## src/rtl/as_sc_ro_freq_counter.sv

```systemverilog
// as_sc_ro_freq_counter: ring-oscillator frequency counter.
// Enables the RO, waits SETTLE cycles, then counts synchronized rising
// edges of RO_IN over GATE_LEN CLK cycles. The saturating result is held on
// COUNT with DONE until the next START.
// Optional build macro SERIAL_READOUT_EN adds SHIFT/SO. When it is enabled,
// the held COUNT can be shifted out LSB-first.
module as_sc_ro_freq_counter #(
    parameter int CW     = 16,
    parameter int GW     = 16,
    parameter int SETTLE = 8
) (
    input  logic          CLK,
    input  logic          RST,
    input  logic          START,
    input  logic [GW-1:0] GATE_LEN,
    input  logic          RO_IN,
`ifdef SERIAL_READOUT_EN
    input  logic          SHIFT,
    output logic          SO,
`endif
    output logic          RO_EN,
    output logic          BUSY,
    output logic          DONE,
    output logic [CW-1:0] COUNT,
    output logic          OVF
);

    localparam int SW = (SETTLE > 1) ? $clog2(SETTLE) : 1;

    typedef enum logic [1:0] {ST_IDLE, ST_SETTLE, ST_MEASURE, ST_HOLD} state_t;

    state_t          state_q, state_d;
    logic            s1_q, s1_d, s2_q, s2_d, s3_q, s3_d;
    logic [SW-1:0]   settle_cnt_q, settle_cnt_d;
    logic [GW-1:0]   gate_q, gate_d;
    logic [GW-1:0]   gate_cnt_q, gate_cnt_d;
    logic [CW-1:0]   edge_cnt_q, edge_cnt_d;
    logic [CW-1:0]   count_q, count_d;
    logic            ovf_q, ovf_d;
`ifdef SERIAL_READOUT_EN
    logic            so_q, so_d;
`endif

    logic            edge_pulse;
    logic            start_acc;
    logic            settle_done;
    logic            gate_last;

    // Two-flop synchronizer plus a history flop for rising-edge detection.
    always_comb begin
        s1_d = RO_IN;
        s2_d = s1_q;
        s3_d = s2_q;
    end

    assign edge_pulse  = s2_q & ~s3_q;
    assign start_acc   = START && (state_q == ST_IDLE || state_q == ST_HOLD);
    assign settle_done = (settle_cnt_q == SW'(SETTLE - 1));
    assign gate_last   = (gate_cnt_q == GW'(1));

    // State register.
    always_ff @(posedge CLK or posedge RST) begin
        if (RST) state_q <= ST_IDLE;
        else     state_q <= state_d;
    end

    // Next-state logic. START is honoured only when not busy.
    always_comb begin
        state_d = state_q;
        case (state_q)
            ST_IDLE:    if (START) state_d = ST_SETTLE;
            ST_SETTLE:  if (settle_done) state_d = (gate_q == '0) ? ST_HOLD : ST_MEASURE;
            ST_MEASURE: if (gate_last) state_d = ST_HOLD;
            ST_HOLD:    if (START) state_d = ST_SETTLE;
            default:    state_d = ST_IDLE;
        endcase
    end

    // Outputs are decoded from state, so RO_EN drops as soon as RST asserts.
    always_comb begin
        RO_EN = 1'b0;
        BUSY  = 1'b0;
        DONE  = 1'b0;
        case (state_q)
            ST_SETTLE, ST_MEASURE: begin
                RO_EN = 1'b1;
                BUSY  = 1'b1;
            end
            ST_HOLD: DONE = 1'b1;
            default: ;
        endcase
    end

    // Datapath next-state: settle/gate counting, saturating edge count, result hold.
    always_comb begin
        settle_cnt_d = settle_cnt_q;
        gate_d       = gate_q;
        gate_cnt_d   = gate_cnt_q;
        edge_cnt_d   = edge_cnt_q;
        count_d      = count_q;
        ovf_d        = ovf_q;
`ifdef SERIAL_READOUT_EN
        so_d         = so_q;
`endif
        if (start_acc) begin
            gate_d       = GATE_LEN;
            settle_cnt_d = '0;
            edge_cnt_d   = '0;
            count_d      = '0;
            ovf_d        = 1'b0;
        end else begin
            case (state_q)
                ST_SETTLE: begin
                    settle_cnt_d = settle_cnt_q + SW'(1);
                    if (settle_done) gate_cnt_d = gate_q;
                end
                ST_MEASURE: begin
                    gate_cnt_d = gate_cnt_q - GW'(1);
                    if (edge_pulse) begin
                        if (&edge_cnt_q) ovf_d = 1'b1;
                        else             edge_cnt_d = edge_cnt_q + CW'(1);
                    end
                    // Result includes any edge seen in this final gate cycle.
                    if (gate_last) count_d = edge_cnt_d;
                end
`ifdef SERIAL_READOUT_EN
                ST_HOLD: begin
                    if (SHIFT) begin
                        so_d    = count_q[0];
                        count_d = count_q >> 1;
                    end
                end
`endif
                default: ;
            endcase
        end
    end

    // Datapath and synchronizer registers.
    always_ff @(posedge CLK or posedge RST) begin
        if (RST) begin
            s1_q         <= 1'b0;
            s2_q         <= 1'b0;
            s3_q         <= 1'b0;
            settle_cnt_q <= '0;
            gate_q       <= '0;
            gate_cnt_q   <= '0;
            edge_cnt_q   <= '0;
            count_q      <= '0;
            ovf_q        <= 1'b0;
`ifdef SERIAL_READOUT_EN
            so_q         <= 1'b0;
`endif
        end else begin
            s1_q         <= s1_d;
            s2_q         <= s2_d;
            s3_q         <= s3_d;
            settle_cnt_q <= settle_cnt_d;
            gate_q       <= gate_d;
            gate_cnt_q   <= gate_cnt_d;
            edge_cnt_q   <= edge_cnt_d;
            count_q      <= count_d;
            ovf_q        <= ovf_d;
`ifdef SERIAL_READOUT_EN
            so_q         <= so_d;
`endif
        end
    end

    assign COUNT = count_q;
    assign OVF   = ovf_q;
`ifdef SERIAL_READOUT_EN
    assign SO    = so_q;
`endif

endmodule

```

## config.mk

```make
export PLATFORM = sky130hd
export DESIGN_NAME = as_sc_ro_freq_counter
export DESIGN_NICKNAME = d
export VERILOG_FILES = /design/src/rtl/as_sc_ro_freq_counter.sv
export SDC_FILE = /design/constraint.sdc
export NUM_CORES = 1
export LEC_CHECK = 0
export ABC_AREA = 1
export ABC_CLOCK_PERIOD_IN_PS = 1800
export BUFFER_PORTS_ARGS = -buffer_cell sky130_fd_sc_hd__buf_2
export CAP_MARGIN = 20
export CELL_PAD_IN_SITES_DETAIL_PLACEMENT = 1
export CELL_PAD_IN_SITES_GLOBAL_PLACEMENT = 2
export CORE_UTILIZATION = 31
export DETAILED_ROUTE_END_ITERATION = 10
export PLACE_DENSITY_LB_ADDON = 0.1
export SLEW_MARGIN = 20
export SYNTH_ARGS = -nofsm -noshare
export SYNTH_HDL_FRONTEND = slang
export SYNTH_SLANG_ARGS = --single-unit
```

## constraint.sdc

```tcl
create_clock -name CLK -period 1.8 [get_ports CLK]
set_input_delay 0.09 -clock CLK [delete_from_list [all_inputs] [get_ports CLK]]
set_output_delay 0.09 -clock CLK [all_outputs]
set_load 0.02 [all_outputs]
```

Word level (Yosys, flattened, before mapping)
Index checks and enable logic that the tools add are counted.

cells by class
  add/sub/neg operators = 3
  eq/ne operators = 8
  mux-type cells = 22
  bitwise operators = 3
  reductions and logical operators = 17

operator list
  operator               number
  $mux 16                8
  $pmux 16 s2            1
  $add 16x1->16 const B  1
  $eq 16x1->1 const B    1
  $logic_not 16->1       1
  $reduce_and 16->1      1
  $sub 16x1->16 const B  1
  $reduce_bool 2->1      6
  $reduce_and 3->1       3
  $mux 1                 7
  $mux 2                 3
  $mux 3                 2
  $pmux 2 s3             1
  $eq 2x2->1 const B     2
  $ne 2x2->1 const B     2
  $reduce_or 2->1        2
  $add 3x1->3 const B    1
  $eq 3x3->1 const B     1
  $eq 2x1->1 const B     1
  $logic_not 2->1        1
  $ne 2x1->1 const B     1
  $not 1->1              2
  $reduce_and 2->1       1
  $and 1x1->1            1
  2 further kinds        2

storage, ports and cells
  register bits = 73
  bits of input ports = 20
  output and inout port bits = 20
  logic and storage cells = 63

Depth between registers and ports, before layout
Gate-level depths: netlist (run 1).

  depth after elaboration = 6
  mapped depth = 11
  mapped depth without buffers = 11

Worst setup path before layout (run 1)
OpenSTA, ideal clock, no wires.

  path kind = register to register
  from = register state_q[0]
  to = register gate_cnt_q[4]
  library setup time = 0.076 ns
  arrival = 1.527 ns
  required time = 1.724 ns
  slack = 0.197 ns
  stages on the path, launching flop included = 11
  buffers on the path = 1
  clock period less this slack = 1.603 ns
  cell sequence = dfrtp_1 > inv_1 > ha_1 > nand2_1 > inv_1 > a21oi_2 > nand2_4 > inv_2 > buf_6 > o211ai_1 > o21ai_1

on the way
  word-level cells in the longest chain between the ends = 5
  elaborated cells on any way between the ends = 11
  those cells by class = eq/ne (4); mux (1); bitwise (1); reduce/logical (5)

ends and longest elaborated chain
  item                                           RTL line  source
  from (decl)                                    32        state_t state_q, state_d;
  from (signal assigned)                         64        else state_q <= state_d;
  $eq 2x2->1 or $logic_not 2->1 (tied branches)  57        assign start_acc = START && (state_q == ST_IDLE || state_q == ST_HOLD);
  $logic_or 1x1->1                               57
  $logic_and 1x1->1                              57
  $not 1->1 (no source line)                     -
  $reduce_and 3->1 (no source line)              -
  to (signal assigned)                           160       gate_cnt_q <= gate_cnt_d;
  to (decl)                                      36        logic [GW-1:0] gate_cnt_q, gate_cnt_d;

Several ways; a longest one is shown, not always the timed one.
A chain may end at the register's enable or synchronous reset.

Worst setup path after layout (run 1)
  from = register settle_cnt_q[0]
  to = register gate_cnt_q[10]

on the way
  word-level cells in the longest chain between the ends = 3

ends and longest elaborated chain
  item                               RTL line  source
  from (decl)                        34        logic [SW-1:0] settle_cnt_q, settle_cnt_d;
  from (signal assigned)             158       settle_cnt_q <= settle_cnt_d;
  $eq 3x3->1                         58        assign settle_done = (settle_cnt_q == SW'(SETTLE - 1));
  $ne 2x2->1 (no source line)        -
  $reduce_and 3->1 (no source line)  -

Every way passes these cells.

==> summary.txt, run 1 <==
Detailed routing
  • Post-Route WL: 11,800 um
  • Post-DR wirelength/cell: 14.5 um
  • DR pass1 iterations: 7
  • Final antenna-violating net count: 0
  • Avg Vias per Cell: 4.76
  • Vias: 3,869
  • DRT iter0 DRCs: about 120
  • DRC Markers: 0

CTS
  • CTS buffer count: 9
  • CTS root buf: clkbuf_16
  • Max Root-Sink Buffers: 2
  • Clk sinks: 73
  • Clock insertion delay at the later pin of the skew report: approximately 350 ps
  • CTS clk-pin slew, worst paths: 60 ps
  • TritonCTS clock tree: done
  • Htree depth: 3

Critical path
  • Req. time, crit path: 2040 ps
  • Worst reg-to-reg path cell count: 8
  • Crit Path Class: reg2reg
  • Crit path DAT: around 2000 ps
  • Startpoint types: flip-flop
  • CP endpoint kind: flip-flop
  • Worst-path maximum fanout: 13

Global routing
  • Vias in the first global route: 4,103
  • First-pass GRT wire length: 20,200 um
  • GR Overflow Total: 0
  • GRT Util Overall: 0.186
  • Largest net degree at the start of global routing: 30
  • Antenna violations before repair: 0

Floorplan
  • IO Count: 40
  • Die area: approximately 14,000 um2
  • Core Box Area: 13,200 um2
  • Die Wd: 118 um
  • Site row count: 42
  • Initial core utilization: 0.317
  • Die Ht: 118 um

Logic synthesis
  • Top cell type's share of synthesized area: 0.435
  • Synth Warn #: 0
  • Post-Synthesis Cell Area: 4200 um2
  • Main area contributors after synthesis: dfrtp_1 (44%), nand2_1 (16%), inv_1 (6.0%)
  • Post-synth ARST share: 1.00
  • Synth Instances: 561
  • Synth cell types: 37
  • Post-Syn Nets: 590
  • Number of enable flip-flop cells after synthesis: 0
  • Synth area leader: dfrtp_1
  • Seq/Total Area, Yosys: 0.435
  • Avg Cell Area, Syn: 7.48 um2
  • Seq cells post-synth: 73
  • Post-synth top flop: dfrtp_1

Power and ir drop
  • Sw Pwr: 3430 uW
  • Worst VDD drop: between 0.6 and 0.7 mV
  • Sequential power share: 0.301
  • Clk pwr share: 0.274
  • Comb power frac: 0.426
  • P_int: 5020 uW
  • Power Density: 1590 nW/um2
  • Switching part of the total: 0.406
  • Leakage power: 0.00267 uW

Placement
  • Buffers on Ports: 39
  • GPL Wtd Cong: 0.771
  • Pre-CTS setup slack: -2.06 ps
  • Post-DP HPWL: 8630 um

Timing
  • Period minus WS final: 1710 ps
  • Slew Viols, Final: 0
  • Final Hold Fails: 0
  • Fmax: 0.586 GHz
  • Fin crit share: 0.948
  • RSZ-0062 raised after global routing: true
  • Fin Clk Skew: 6.38 ps
  • # setup viols final: 0
  • Post-route worst setup slack: 93.0 ps
  • Slew margin rel.: 0.628
  • Tightest Pin Transition: 557 ps

Cells and area
  • Leading cell types in the layout, fill and taps excluded: nand2_1 (181), dfrtp_1 (73), inv_1 (66)
  • Register area: 1830 um2
  • Final nets: 660
  • Syn-to-layout area delta: 26.6%
  • Area occupied by multi-input gates: between 2000 and 2500 um2
  • Fill count: between 1,500 and 2,000
  • Util after Layout: 0.401
  • Commonest non-fill, non-tap cell in the layout: nand2_1
  • Diode count: 0
  • Layout cells sized above 1: 0.175

Min path
  • Worst hold path type: in2reg
  • Min-Delay Path Depth: 4

Flow run
  • Max cap viols: 0

Status
  • Outcome: finished, final reports clean
[sequential cells by signal, summed over array words and instances, names as in the netlist]
register,flops
OVF,1
s2_q,1
s3_q,1
COUNT,16
gate_q,16
state_q,2
edge_cnt_q,16
gate_cnt_q,16
settle_cnt_q,3
s1_q,1
[synthesized netlist by cell type, types with 2 or more instances]
cell type / count
inv_1: 67
buf_2: 12
o22ai_1: 2
nand3_1: 45
nand3_2: 3
or2_2: 3
a21oi_1: 13
nand4_1: 22
nor2_2: 7
nor2_1: 40
o211ai_1: 3
inv_2: 2
xnor2_1: 2
xor2_1: 7
ha_1: 9
o21ai_1: 8
clkbuf_1: 2
nand3b_1: 2
o21ai_0: 35
buf_6: 3
buf_4: 3
dfrtp_1: 73
nand2_1: 181
nor2_4: 4
[layer usage]
layer	GRT usage	wire length, um
met4	0.0809	270
met3	0.0381	237
met1	0.221	5210
met5	0	0
met2	0.323	6040
[layout make-up]
cell class / instances / area share
Timing Repair Buffer: 80 / 0.115
Multi-Input combinational cell: 397 / 0.377
Tap cell: 176 / 0.0415
Sequential cell: 73 / 0.344
Clock buffer: 11 / 0.0476
Clock inverter: 5 / 0.0236
Inverter: 70 / 0.0516
[power by group through the flow]
stage | Sequential, uW | Clock [uW] | Combinational, uW
2_1_floorplan | 2450 | 0 | 2540
3_3_place_gp | 2560 | 0 | 3400
3_5_place_dp | 2570 | 0 | 3510
4_1_cts | 2550 | 2380 | 3570
5_1_grt | 2620 | 2440 | 4110
6_report | 2540 | 2310 | 3600
[critical path, stage by stage (launching register included)]
cell and delay (ps):
dfrtp_1 400, ha_1 210, ha_1 170, or2_1 280, nand2_4 130, buf_12 150, a21oi_1 50, o21ai_0 150
inv_1 50
[metrics by stage]
stage | area [um2] | setup TNS, ps | power, uW | cells | hold WS, ps
global route | 5310 | -209 | 9170 | 812 | 233
CTS | 5260 | -7.15 | 8510 | 811 | 202
floorplan | 4200 | 0 | 4990 | 561 | 121
detailed placement | 4700 | -2.06 | 6080 | 777 | 182
global placement | 4700 | 0 | 5960 | 777 | 178
finish | 5310 | 0 | 8450 | 812 | 206
[path summary, 6_finish.rpt]
check,startpoint,endpoint,slack (ps)
setup reg to reg,settle_cnt_q[0],gate_cnt_q[10],90
hold reg to reg,s1_q,s2_q,360
setup / recovery,settle_cnt_q[0],gate_cnt_q[10],90
hold / removal,START,state_q[0],210
max in group asynchronous,RST,gate_q[1],910
min in group asynchronous,RST,COUNT[0],370
[what timing repair did]
item                       CTS  global route
setup buffers                0             1
hold buffers                18             0
pin swaps                    0             1
gates resized for setup      1             8
hold endpoints to repair    38             0
setup endpoints to repair    2            27
[cells by family after synthesis]
| kind of cell | count (synthesis) | synth area share |
|---|---|---|
| flip-flops | 73 | 0.435 |
| buffers and inverters | 91 | 0.0969 |
| adder cells (fa/ha/maj) | 9 | 0.0268 |
| AND/OR/NAND/NOR | 314 | 0.339 |
| AO/OA/AOI/OAI | 65 | 0.0826 |
| XOR/XNOR | 9 | 0.0188 |
Power figures use the tool's default switching activity.
==> inputs of run 2 (changes only) <==
--- a/config.mk
+++ b/config.mk
@@ -6,7 +6,6 @@
 export NUM_CORES = 1
 export LEC_CHECK = 0
 export ABC_AREA = 1
-export ABC_CLOCK_PERIOD_IN_PS = 1800
 export BUFFER_PORTS_ARGS = -buffer_cell sky130_fd_sc_hd__buf_2
 export CAP_MARGIN = 20
 export CELL_PAD_IN_SITES_DETAIL_PLACEMENT = 1
==> constraint.sdc (replaced) <==
create_clock -name CLK -period 1.45 [get_ports CLK]
set_input_delay 0.0725 -clock CLK [delete_from_list [all_inputs] [get_ports CLK]]
set_output_delay 0.0725 -clock CLK [all_outputs]
set_load 0.02 [all_outputs]
==> summary.txt, run 2 (synthesis results as in run 1) <==
Timing
  • Tightest Pin Transition: 425 ps
  • Fin Clk Skew: 5.25 ps
  • # setup viols final: 52
  • Slew Viols, Final: 0
  • Fin crit share: 1.11
  • Fmax: between 0.6 and 0.7 GHz
  • Period minus WS final: between 1500 and 2000 ps
  • RSZ-0062 raised after global routing: true
  • Slew margin rel.: 0.717
  • Post-route worst setup slack: -160 ps
  • Final Hold Fails: 0

Critical path
  • Most common cell on crit path: ha_2
  • Startpoint types: flip-flop
  • Worst-path maximum fanout: 5
  • Reg2Reg Setup Slack: -160 ps
  • Buf/Inv on CP: 2
  • Worst reg-to-reg path cell count: 8
  • Critical R2R Launch: settle_cnt_q[1]
  • Crit path DAT: roughly 1800 ps
  • CP endpoint kind: flip-flop
  • Req. time, crit path: about 1700 ps
  • CP Cell Sequence: ha_2 > ha_2 > or2_4 > nand2_8 > buf_4 > a21oi_1 > o21ai_1 > inv_1
  • CP max stage delay: roughly 390 ps
  • End of the worst register-to-register path: gate_cnt_q[11]
  • Critical path's slowest cell: dfrtp_1
  • Cell family with most CP delay: simple AND/OR/NAND/NOR gates
  • Crit Path Class: reg2reg
  • Crit path from: settle_cnt_q[1]

Flow run
  • Max cap viols: 0

Power and ir drop
  • Power Density: 2040 nW/um2
  • Pwr Total: 13,900 uW
  • Leakage power: 0.00333 uW
  • Worst VDD drop: 1.01 mV

Placement
  • Buffers on Ports: 39
  • GPL Wtd Cong: around 0.81
  • Post-DP HPWL: about 9100 um

CTS
  • CTS root buf: clkbuf_16
  • Clock insertion delay at the later pin of the skew report: 340 ps
  • Clk sinks: 73
  • Max Root-Sink Buffers: 2
  • TritonCTS clock tree: done
  • Htree depth: 3
  • CTS clk-pin slew, worst paths: 60 ps
  • CTS buffer count: 9

Min path
  • Min-Delay Endpoint: state_q[0]
  • Worst hold path type: in2reg
  • HP Start: START
  • Min-Delay Path Depth: 5

Floorplan
  • IO Count: 40
  • Core Box Area: approximately 13,000 um2
  • Die Wd: 118 um
  • Initial core utilization: 0.317
  • Die Ht: 118 um
  • Die area: 14,000 um2
  • Site row count: 42

Global routing
  • GRT Util Overall: 0.202
  • First-pass GRT wire length: 22,300 um
  • Antenna violations before repair: 0
  • Largest net degree at the start of global routing: 74
  • GR Overflow Total: 0
  • Vias in the first global route: 4,560

Status
  • Failing checks: setup timing
  • Outcome: finished, violations left

Detailed routing
  • Avg Vias per Cell: slightly below 5
  • Post-DR wirelength/cell: around 17 um
  • Final antenna-violating net count: 0
  • DR pass1 iterations: 4
  • DRT iter0 DRCs: around 110
  • Post-Route WL: 15,300 um
  • Vias: 4,397
  • DRC Markers: 0

Cells and area
  • Diode count: 0
  • Layout cells sized above 1: 0.461
  • Util after Layout: 0.513
  • Final nets: around 750
  • Syn-to-layout area delta: 61.9%
  • Leading cell types in the layout, fill and taps excluded: nand2_1 (119), buf_4 (76), dfrtp_1 (67)
  • Fill count: 1,581
  • Commonest non-fill, non-tap cell in the layout: nand2_1
-- run 2: how the worst max path moves through the flow --
| stage | end | slack, ps | depth (start not counted) |
|---|---|---|---|
| global placement | COUNT[3] | -150 | 8 |
| CTS | gate_cnt_q[9] | -120 | 9 |
| global route | gate_cnt_q[3] | -230 | 8 |
| detailed placement | COUNT[3] | -190 | 7 |
| finish | gate_cnt_q[11] | -160 | 8 |
| floorplan | gate_cnt_q[4] | -60 | 9 |
-- run 2: worst register-to-register path, stage by stage (launching register included) --
cell and delay (ps):
dfrtp_1 390, ha_2 190, ha_2 170, or2_4 280
nand2_8 130, buf_4 130, a21oi_1 30, o21ai_1 130
inv_1 50
-- run 2: final cells by class --
class	instances	area, um2	share of cell area
clock buffer	9	225	0.0332
inverter	70	299	0.0440
clock inverter	7	37.5	0.00553
multi-input combinational	399	2630	0.388
timing repair buffer	166	1530	0.226
tap	176	220	0.0324
timing repair inverter	1	11.3	0.00166
sequential	73	1830	0.270
-- run 2: routing by layer --
metal  track usage  vias to the layer above  part of all wire
met1         0.245                     2190              0.42
met3        0.0236                       32             0.015
li1              -                     2120                 -
met5             0                        -                 0
met4        0.0801                        0             0.035
met2         0.361                       55              0.53
-- run 2: power by group --
part,internal [uW],total [uW],leakage (uW),switching (uW)
sequential,2670,3190,0.000940,522
combinational,4050,8620,0.00226,4570
clock,1140,2070,0.000135,934
total,7860,13900,0.00333,6020
-- run 2: through the flow --
stage / setup WS [ps] / TNS (ps) / std cells / hold WS (ps) / instance area [um2]
floorplan: -58.3 / -139 / 561 / 104 / 4270
global placement: -153 / -3780 / 828 / 181 / 5140
detailed placement: -187 / -5490 / 828 / 183 / 5140
CTS: -118 / -2130 / 871 / 228 / 5910
global route: -232 / -8110 / 901 / 301 / 6790
finish: -160 / -3620 / 901 / 270 / 6790
-- run 2: timing repair --
action / 4_1_cts / 5_1_grt
hold buffers: 18 / 0
pin swaps: 17 / 48
cloned: 1 / 13
endpoints found under the hold margin: 90 / 0
resized for setup: 74 / 163
setup endpoints to repair: 70 / 70
setup buffers: 9 / 19
